`config.mk`:
```
export PLATFORM = sky130hd
export DESIGN_NAME = top
export DESIGN_NICKNAME = d
export VERILOG_FILES = /design/src/rtl/top.sv
export SDC_FILE = /design/constraint.sdc
export NUM_CORES = 2
export LEC_CHECK = 0
export CORE_ASPECT_RATIO = 0.75
export CORE_MARGIN = 3
export CORE_UTILIZATION = 30
export CTS_CLUSTER_SIZE = 25
export DETAILED_ROUTE_END_ITERATION = 7
export PLACE_DENSITY = 0.46
export SLEW_MARGIN = 20
export SYNTH_ARGS = -nofsm -noshare
export SYNTH_HDL_FRONTEND = slang
export SYNTH_SLANG_ARGS = --single-unit
```
`constraint.sdc`:
```
create_clock -name clk -period 9.6 [get_ports clk]
set_input_delay 1.44 -clock clk [delete_from_list [all_inputs] [get_ports clk]]
set_output_delay 1.44 -clock clk [all_outputs]
set_load 0.02 [all_outputs]
```
`src/rtl/top.sv`:
```
// Adaptive tone curve: per-frame mean luma sets the curve strength k, and each
// channel is mapped through f(x) = x + k*x*(255-x)/65536 in a 3-stage pipeline.
module top #(
    parameter int DARK_TH = 64
) (
    input  logic        clk,
    input  logic        rst_n,
    input  logic [23:0] i_rgb,
    input  logic        i_de,
    input  logic        i_vs,
    input  logic        i_hs,
    output logic [23:0] o_rgb,
    output logic        o_de
);

    typedef enum logic [1:0] {
        DIV_IDLE = 2'd0,
        DIV_RUN  = 2'd1,
        DIV_DONE = 2'd2
    } div_state_t;

    // ---------------- luma and frame statistics ----------------
    logic [15:0] y_full;
    logic [7:0]  y;
    logic [31:0] sum_y;
    logic [23:0] cnt;
    logic [32:0] sum_next;
    logic [24:0] cnt_next;
    logic        vs_d;
    logic        frame_edge;

    assign y_full = 16'd77  * {8'd0, i_rgb[23:16]}
                  + 16'd150 * {8'd0, i_rgb[15:8]}
                  + 16'd29  * {8'd0, i_rgb[7:0]};
    assign y          = y_full[15:8];
    assign sum_next   = {1'b0, sum_y} + {25'd0, y};
    assign cnt_next   = {1'b0, cnt} + 25'd1;
    assign frame_edge = i_vs && !vs_d;

    // The pixel arriving in the frame-edge cycle seeds the new frame.
    always_ff @(posedge clk) begin
        if (!rst_n) begin
            vs_d  <= 1'b0;
            sum_y <= '0;
            cnt   <= '0;
        end else begin
            vs_d <= i_vs;
            if (frame_edge) begin
                sum_y <= i_de ? {24'd0, y} : 32'd0;
                cnt   <= i_de ? 24'd1 : 24'd0;
            end else if (i_de) begin
                sum_y <= sum_next[32] ? '1 : sum_next[31:0];
                cnt   <= cnt_next[24] ? '1 : cnt_next[23:0];
            end
        end
    end

    // ---------------- serial restoring divider ----------------
    div_state_t  div_state;
    div_state_t  div_next;
    logic        div_start;
    logic        div_load;
    logic        div_step;
    logic        div_finish;
    logic [31:0] dvd;
    logic [31:0] quo;
    logic [23:0] dvs;
    logic [23:0] rem;
    logic [4:0]  bit_cnt;
    logic [24:0] rem_sh;
    logic [24:0] rem_diff;
    logic        rem_ge;
    logic [7:0]  mean_new;
    logic [7:0]  mean_reg;
    logic [7:0]  k;

    // A frame edge while busy is ignored here; the running divide keeps its snapshot.
    assign div_start = frame_edge && (div_state == DIV_IDLE) && (cnt != 24'd0);

    always_ff @(posedge clk) begin
        if (!rst_n) div_state <= DIV_IDLE;
        else        div_state <= div_next;
    end

    always_comb begin
        div_next = div_state;
        case (div_state)
            DIV_IDLE: if (div_start) div_next = DIV_RUN;
            DIV_RUN:  if (bit_cnt == 5'd31) div_next = DIV_DONE;
            DIV_DONE: div_next = DIV_IDLE;
            default:  div_next = DIV_IDLE;
        endcase
    end

    always_comb begin
        div_load   = 1'b0;
        div_step   = 1'b0;
        div_finish = 1'b0;
        case (div_state)
            DIV_IDLE: div_load   = div_start;
            DIV_RUN:  div_step   = 1'b1;
            DIV_DONE: div_finish = 1'b1;
            default:  ;
        endcase
    end

    assign rem_sh   = {rem, dvd[31]};
    assign rem_diff = rem_sh - {1'b0, dvs};
    assign rem_ge   = rem_sh >= {1'b0, dvs};
    assign mean_new = (quo > 32'd255) ? 8'd255 : quo[7:0];

    always_ff @(posedge clk) begin
        if (!rst_n) begin
            dvd      <= '0;
            dvs      <= '0;
            rem      <= '0;
            quo      <= '0;
            bit_cnt  <= '0;
            mean_reg <= 8'd128;
            k        <= 8'd127;
        end else begin
            if (div_load) begin
                dvd     <= sum_y;
                dvs     <= cnt;
                rem     <= '0;
                quo     <= '0;
                bit_cnt <= '0;
            end else if (div_step) begin
                rem     <= rem_ge ? rem_diff[23:0] : rem_sh[23:0];
                quo     <= {quo[30:0], rem_ge};
                dvd     <= {dvd[30:0], 1'b0};
                bit_cnt <= bit_cnt + 5'd1;
            end
            if (div_finish) begin
                mean_reg <= mean_new;
                k        <= (int'({24'd0, mean_new}) < DARK_TH) ? 8'd255 : 8'd255 - mean_new;
            end
        end
    end

    // ---------------- curve pipeline ----------------
    logic [7:0]  chan_in [3];
    logic [7:0]  x1      [3];
    logic [15:0] p1      [3];
    logic [7:0]  x2      [3];
    logic [7:0]  p2      [3];
    logic [23:0] prod    [3];
    logic [8:0]  sum9    [3];
    logic [7:0]  k1;
    logic        v1;
    logic        v2;
    logic [23:0] rgb_next;

    always_comb begin
        rgb_next = '0;
        for (int c = 0; c < 3; c++) begin
            chan_in[c] = i_rgb[c*8 +: 8];
            prod[c]    = {16'd0, k1} * {8'd0, p1[c]};
            sum9[c]    = {1'b0, x2[c]} + {1'b0, p2[c]};
            rgb_next[c*8 +: 8] = sum9[c][8] ? 8'hFF : sum9[c][7:0];
        end
    end

    // Each pixel carries the k it saw on entry, so a k update never splits a pixel.
    always_ff @(posedge clk) begin
        k1 <= k;
        for (int c = 0; c < 3; c++) begin
            x1[c] <= chan_in[c];
            p1[c] <= {8'd0, chan_in[c]} * {8'd0, 8'd255 - chan_in[c]};
            x2[c] <= x1[c];
            p2[c] <= prod[c][23:16];
        end
    end

    always_ff @(posedge clk) begin
        if (!rst_n) begin
            v1    <= 1'b0;
            v2    <= 1'b0;
            o_de  <= 1'b0;
            o_rgb <= '0;
        end else begin
            v1   <= i_de;
            v2   <= v1;
            o_de <= v2;
            if (v2) o_rgb <= rgb_next;
        end
    end

    logic unused_ok;
    assign unused_ok = ^{i_hs, y_full[7:0], rem_diff[24], prod[0][15:0],
                         prod[1][15:0], prod[2][15:0], mean_reg};

endmodule

```
After elaboration in Yosys (flattened, before gate mapping)
Memories as Yosys holds them, arrays and structs flattened.
Index checks and enable logic that the tools add are counted.

word-level totals
  register bits after elaboration = 219
  bits in writable memories = 120
  logic and storage cells = 82
  memories kept = 4

memories
  name  depth  width  read ports  clocked after memory_dff  write ports  RTL line  text
  p1    3      16     3           0                         3            144       logic [15:0] p1 [3];
  p2    3      8      3           0                         3            146       logic [7:0] p2 [3];
  x1    3      8      3           0                         3            143       logic [7:0] x1 [3];
  x2    3      8      3           0                         3            145       logic [7:0] x2 [3];

operators by class
  $add $sub $neg = 13
  $mul = 9
  magnitude comparators = 3
  eq/ne operators = 5
  multiplexer cells = 22
  bitwise gates (word level) = 1
  reductions and logical operators = 10

operators with widths
  kind                                                  count
  2-to-1 mux 32 bit                                     5
  2-to-1 mux 24 bit                                     4
  multiplier 8 x 16 -> 24 bit                           3
  multiplier 8 x 8 -> 16 bit                            3
  2-to-1 mux 8 bit                                      6
  adder 32 x 8 -> 33 bit                                1
  > comparator 32 x 8 -> 1 bit (second input constant)  1
  subtractor 8 bit (first input constant)               4
  multiplier 7 x 8 -> 15 bit (first input constant)     2
  adder 8 x 8 -> 9 bit                                  3
  adder 24 x 1 -> 25 bit (second input constant)        1
  >= comparator 25 x 24 -> 1 bit                        1
  nonzero test 24 bit                                   1
  subtractor 24 bit                                     1
  adder 15 x 16 -> 16 bit                               1
  adder 16 x 13 -> 16 bit                               1
  multiplier 5 x 8 -> 13 bit (first input constant)     1
  < comparator 8 x 7 -> 1 bit (second input constant)   1
  adder 5 x 1 -> 5 bit (second input constant)          1
  equality test 5 bit (second input constant)           1
  2-to-1 mux 1 bit                                      4
  2-to-1 mux 2 bit                                      2
  inequality test 2 bit (second input constant)         2
  case mux 2 bit (2 select lines)                       1
  9 further kinds                                       12

Logic depth before layout (Yosys ltp)
  depth after elaboration = 7
  depth in mapped cells = 36
  mapped depth without buffers = 34

Worst setup path after synthesis
No wires, ideal clock.

  path type = in2reg
  start = input i_rgb[12]
  end = register sum_y[15]
  arrival time = 8.875 ns
  data required time = 9.485 ns
  setup slack = 0.610 ns
  stages = 33
  path through = inv_1 ha_1 inv_1 ha_1 inv_1 fa_1 fa_1 inv_1 ha_1 xnor2_1 fa_1 fa_1 inv_1 fa_1 fa_1 inv_1 ha_1 nand3_1 a21oi_1 or3_1 a41o_1 a21oi_1 xnor2_1 ha_1 or2_2 a21o_1 o21ai_1 or3_1 clkbuf_1 buf_2 nand2_1 a21oi_1 nor2_1

between the ends
  longest elaborated chain between the ends = 7

RTL lines
  element                     RTL line  text
  start: declaration          8         input logic [23:0] i_rgb,
  multiplier 7 x 8 -> 15 bit  33        + 16'd150 * {8'd0, i_rgb[15:8]}
  adder 15 x 16 -> 16 bit     33
  adder 16 x 13 -> 16 bit     34        + 16'd29 * {8'd0, i_rgb[7:0]};
  adder 32 x 8 -> 33 bit      36        assign sum_next = {1'b0, sum_y} + {25'd0, y};
  2-to-1 mux 32 bit           52        sum_y <= sum_next[32] ? '1 : sum_next[31:0];
  2-to-1 mux 32 bit           51        end else if (i_de) begin
  2-to-1 mux 32 bit           48        if (frame_edge) begin
  end signal: assignment      49        sum_y <= i_de ? {24'd0, y} : 32'd0;
  end signal: assignment      52
  end: declaration            25        logic [31:0] sum_y;

No other way between the ends. The select of a mux whose other input is x is not followed.
A chain may end at the register's enable or synchronous reset.

Final worst setup path
  start = input i_rgb[12]
  end = register sum_y[7]

between the ends
  longest elaborated chain between the ends = 7
  elaborated cells on any way between the ends = 8
  those cells by class = 3 x add/sub; 1 x mul; 4 x mux

RTL lines
  element                       RTL line
  multiplier 7 x 8 -> 15 bit *  33
  adder 15 x 16 -> 16 bit *     33
  adder 16 x 13 -> 16 bit *     34
  adder 32 x 8 -> 33 bit        36
  2-to-1 mux 32 bit             52
  2-to-1 mux 32 bit             51
  2-to-1 mux 32 bit *           48

Every way passes the cells marked *; elsewhere a longest branch is shown, timed or not. The select of a mux whose other input is x is not followed.

==> metrics.txt <==
# TYPE chip_impl_metric gauge
chip_impl_metric{name="data_required_time_of_the_worst_path",unit="ps"} 10100
chip_impl_info{name="critical_path.startpoint_type",value="primary input"} 1
chip_impl_metric{name="cts_setup_buffers",unit=""} 0
chip_impl_metric{name="drt-pass1-iter-count",unit=""} 5
chip_impl_metric{name="fmax",unit="MHz"} 110
chip_impl_metric{name="floorplan.core_area",unit="mm2"} 0.106
chip_impl_metric{name="final_min_period_over_clock_period",unit=""} 0.947
chip_impl_metric{name="fin_clk_skew",unit="ps"} 40.0
chip_impl_metric{name="clock_transition_at_the_registers_of_the_reported_paths",unit="ps"} 60
chip_impl_metric{name="globalplace.congestion",unit=""} 0.769
chip_impl_info{name="setup.worst_path.end_class",value="flop"} 1
chip_impl_metric{name="critPathArrivalTime",unit="ps"} 9590
chip_impl_metric{name="synth_fp_nets",unit=""} 4544
chip_impl_metric{name="start_util",unit=""} 0.305
chip_impl_metric{name="floorplan.die.height",unit="um"} 291
chip_impl_metric{name="fin_cells",unit=""} 5229
chip_impl_metric{name="detailed_placement_wirelength_estimate",unit="um"} 62400
chip_impl_metric{name="detail-route-antenna-nets",unit=""} 0
chip_impl_metric{name="cap_violations",unit=""} 0
chip_impl_info{name="setup.worst_path.class",value="primary input to flop"} 1
chip_impl_metric{name="synthesis.yosys.warnings",unit=""} 0
chip_impl_metric{name="ff2ff_setup_slack",unit="ps"} 3960
chip_impl_info{name="tritoncts",value="yes"} 1
chip_impl_metric{name="hold_viol",unit=""} 0
chip_impl_metric{name="hold-path-cell-count",unit=""} 0
chip_impl_metric{name="cts_max_path_buffers",unit=""} 3
chip_impl_info{name="worst_hold_startpoint",value="x1[0][4]"} 1
chip_impl_metric{name="post-route-min-period",unit="ps"} 9090
chip_impl_metric{name="detail_route.iter0.violations",unit=""} 1184
chip_impl_metric{name="critical_path.n_buffers_inverters",unit=""} 7
chip_impl_metric{name="rows",unit=""} 103
chip_impl_metric{name="post_cts_resized",unit=""} 0
chip_impl_metric{name="crit_path_max_fanout",unit=""} 4
chip_impl_metric{name="tritoncts_num_sinks",unit=""} 336
chip_impl_metric{name="synth_cell_types",unit=""} 77
chip_impl_metric{name="antenna_found_initial",unit=""} 1
chip_impl_metric{name="die_w",unit="um"} 385
chip_impl_metric{name="drt-wirelength-per-cell",unit="um"} 15.5
chip_impl_metric{name="final_net_count",unit=""} 4615
chip_impl_metric{name="synth_edf_count",unit=""} 0
chip_impl_metric{name="route.vias.total",unit=""} 24047
chip_impl_metric{name="avgSynthCellArea",unit="um2"} 8.74
chip_impl_info{name="whs_endpoint",value="x2[0][4]"} 1
chip_impl_metric{name="max_transition_margin",unit=""} 0.395
chip_impl_metric{name="post_cts_hold_fix_bufs",unit=""} 0
chip_impl_metric{name="ys_ff_latch",unit=""} 336
chip_impl_info{name="final_common_cell",value="inv_1"} 1
chip_impl_info{name="worst_path_dominant_cell_family",value="adder cells"} 1
chip_impl_metric{name="share_of_post_route_cells_with_drive_strength_above_1",unit=""} 0.0540
chip_impl_info{name="grt_setup_unrepaired",value="no"} 1
chip_impl_metric{name="register_area_share_after_synthesis",unit=""} 0.208
chip_impl_metric{name="setup_slack",unit="ps"} 506
chip_impl_metric{name="report.final.setup_viol",unit=""} 0
chip_impl_metric{name="r2r_cells",unit=""} 17
chip_impl_metric{name="grt.overflow.total",unit=""} 0
chip_impl_metric{name="post_drt_via_cell_ratio",unit=""} 4.60
chip_impl_metric{name="drc",unit=""} 0
chip_impl_info{name="critical_path.reg2reg.endpoint",value="p2[0][6]"} 1
chip_impl_info{name="run_status",value="finished clean"} 1
chip_impl_metric{name="critical_path_s_largest_stage_delay",unit="ps"} 540
chip_impl_metric{name="worst_slew_pin_slew",unit="ps"} 907
chip_impl_info{name="cts_root_buffer",value="clkbuf_16"} 1
chip_impl_metric{name="grt_pass1_wl",unit="um"} 135000
chip_impl_info{name="hold_path.class",value="flop to flop"} 1
chip_impl_metric{name="ioPinCount",unit=""} 54
chip_impl_metric{name="postSynthCellCount",unit=""} 3707
chip_impl_info{name="ys_dominant_reg_cell",value="dfxtp_1"} 1
chip_impl_metric{name="cts_made_buffers",unit=""} 43
chip_impl_metric{name="pin_count_of_the_biggest_net_entering_global_routing",unit=""} 88
chip_impl_info{name="timing.rr.start",value="k1[7]"} 1
chip_impl_metric{name="diodes",unit=""} 0
chip_impl_metric{name="dp_slack",unit="ps"} -219
chip_impl_metric{name="timing.final.max_slew_violations",unit=""} 0
chip_impl_metric{name="htreeDepth",unit=""} 2
chip_impl_metric{name="syn-cell-area",unit="mm2"} 0.0324
chip_impl_metric{name="synth-async-reset-ratio",unit=""} 0
chip_impl_metric{name="grt.total_usage",unit=""} 0.147
chip_impl_metric{name="port_buffers",unit=""} 52
chip_impl_metric{name="wirelength",unit="um"} 81300
chip_impl_metric{name="clock_insertion_delay_worst_skew",unit="ps"} 600
chip_impl_metric{name="grt_pass1_vias",unit=""} 24341
chip_impl_metric{name="die_area",unit="mm2"} 0.112
chip_impl_metric{name="dpl.cell_count",unit=""} 5150
chip_impl_metric{name="area_delta_synth_final",unit="%"} 12.6
chip_impl_info{name="mostFrequentLayoutCells",value="inv_1, nand2_1, ha_1"} 1
chip_impl_info{name="worst_path_max_delay_cell",value="fa_1"} 1
-- flip-flops by register name, summed over array words and instances (netlist names), 32 cells and up --
name	flops
sum_y	32
dvd	32
quo	32
p1	45
-- worst max path at each step --
stage / slack, ps / cells past startpoint / end / from
2_1_floorplan: 610 / 33 / sum_y[15] / i_rgb[12]
3_5_place_dp: -220 / 33 / sum_y[29] / i_rgb[12]
3_3_place_gp: -290 / 33 / sum_y[13] / i_rgb[12]
6_report: 510 / 32 / sum_y[7] / i_rgb[12]
5_1_grt: 30 / 34 / sum_y[7] / i_rgb[11]
4_1_cts: 430 / 33 / sum_y[29] / i_rgb[12]
-- through the flow --
step	utilization	hold slack (ps)	setup TNS (ps)	area [um2]
floorplan	-	310	0	32400
global placement	0.329	311	-4690	35000
detailed placement	0.329	312	-3470	35000
CTS	0.343	325	0	36400
global route	0.343	329	0	36500
finish	0.343	325	0	36500
-- cells in the mapped netlist, types with 65 or more instances --
library cell  count  area (um2)
fa_1            376        7530
nand2_1         529        1990
nand3_1          65         325
xnor2_1          79         692
a21oi_1         214        1070
and2_1          175        1090
ha_1            432        5410
o21ai_0         104         521
nor2_1          213         800
dfxtp_1         336        6730
clkbuf_1        115         432
inv_1           561        2110
-- cell families (layout without fill, tap and decap cells) --
logic type      after synthesis  in the layout  share of synthesized area
flops                       336            336                      0.208
compound gates              561            561                      0.109
xor+xnor                    113            113                     0.0306
buf+inv                     695            800                     0.0812
fa+ha+maj                   808            808                      0.399
simple gates               1185           1185                      0.170
mux                           9              9                    0.00278
-- routing by layer --
layer  vias to the layer above  track usage  share of wire
met2                       237        0.212           0.40
met5                         -            0              0
met1                     11631        0.233           0.55
met4                         0       0.0263          0.014
met3                        61       0.0189          0.030
li1                      12118            -              -
-- cell type report --
type                            count  area, um2
Fill cell                       11201      69700
Sequential cell                   336       6730
Clock inverter                     19        277
Tap cell                         1417       1770
Multi-Input combinational cell   2676      23100
Timing Repair Buffer              156       1300
Clock buffer                       60       1210
Inverter                          565       2120
Power is left out: the tool's default activity adds up to more than one toggle a clock period on the data nets, which glitch-free logic cannot reach.
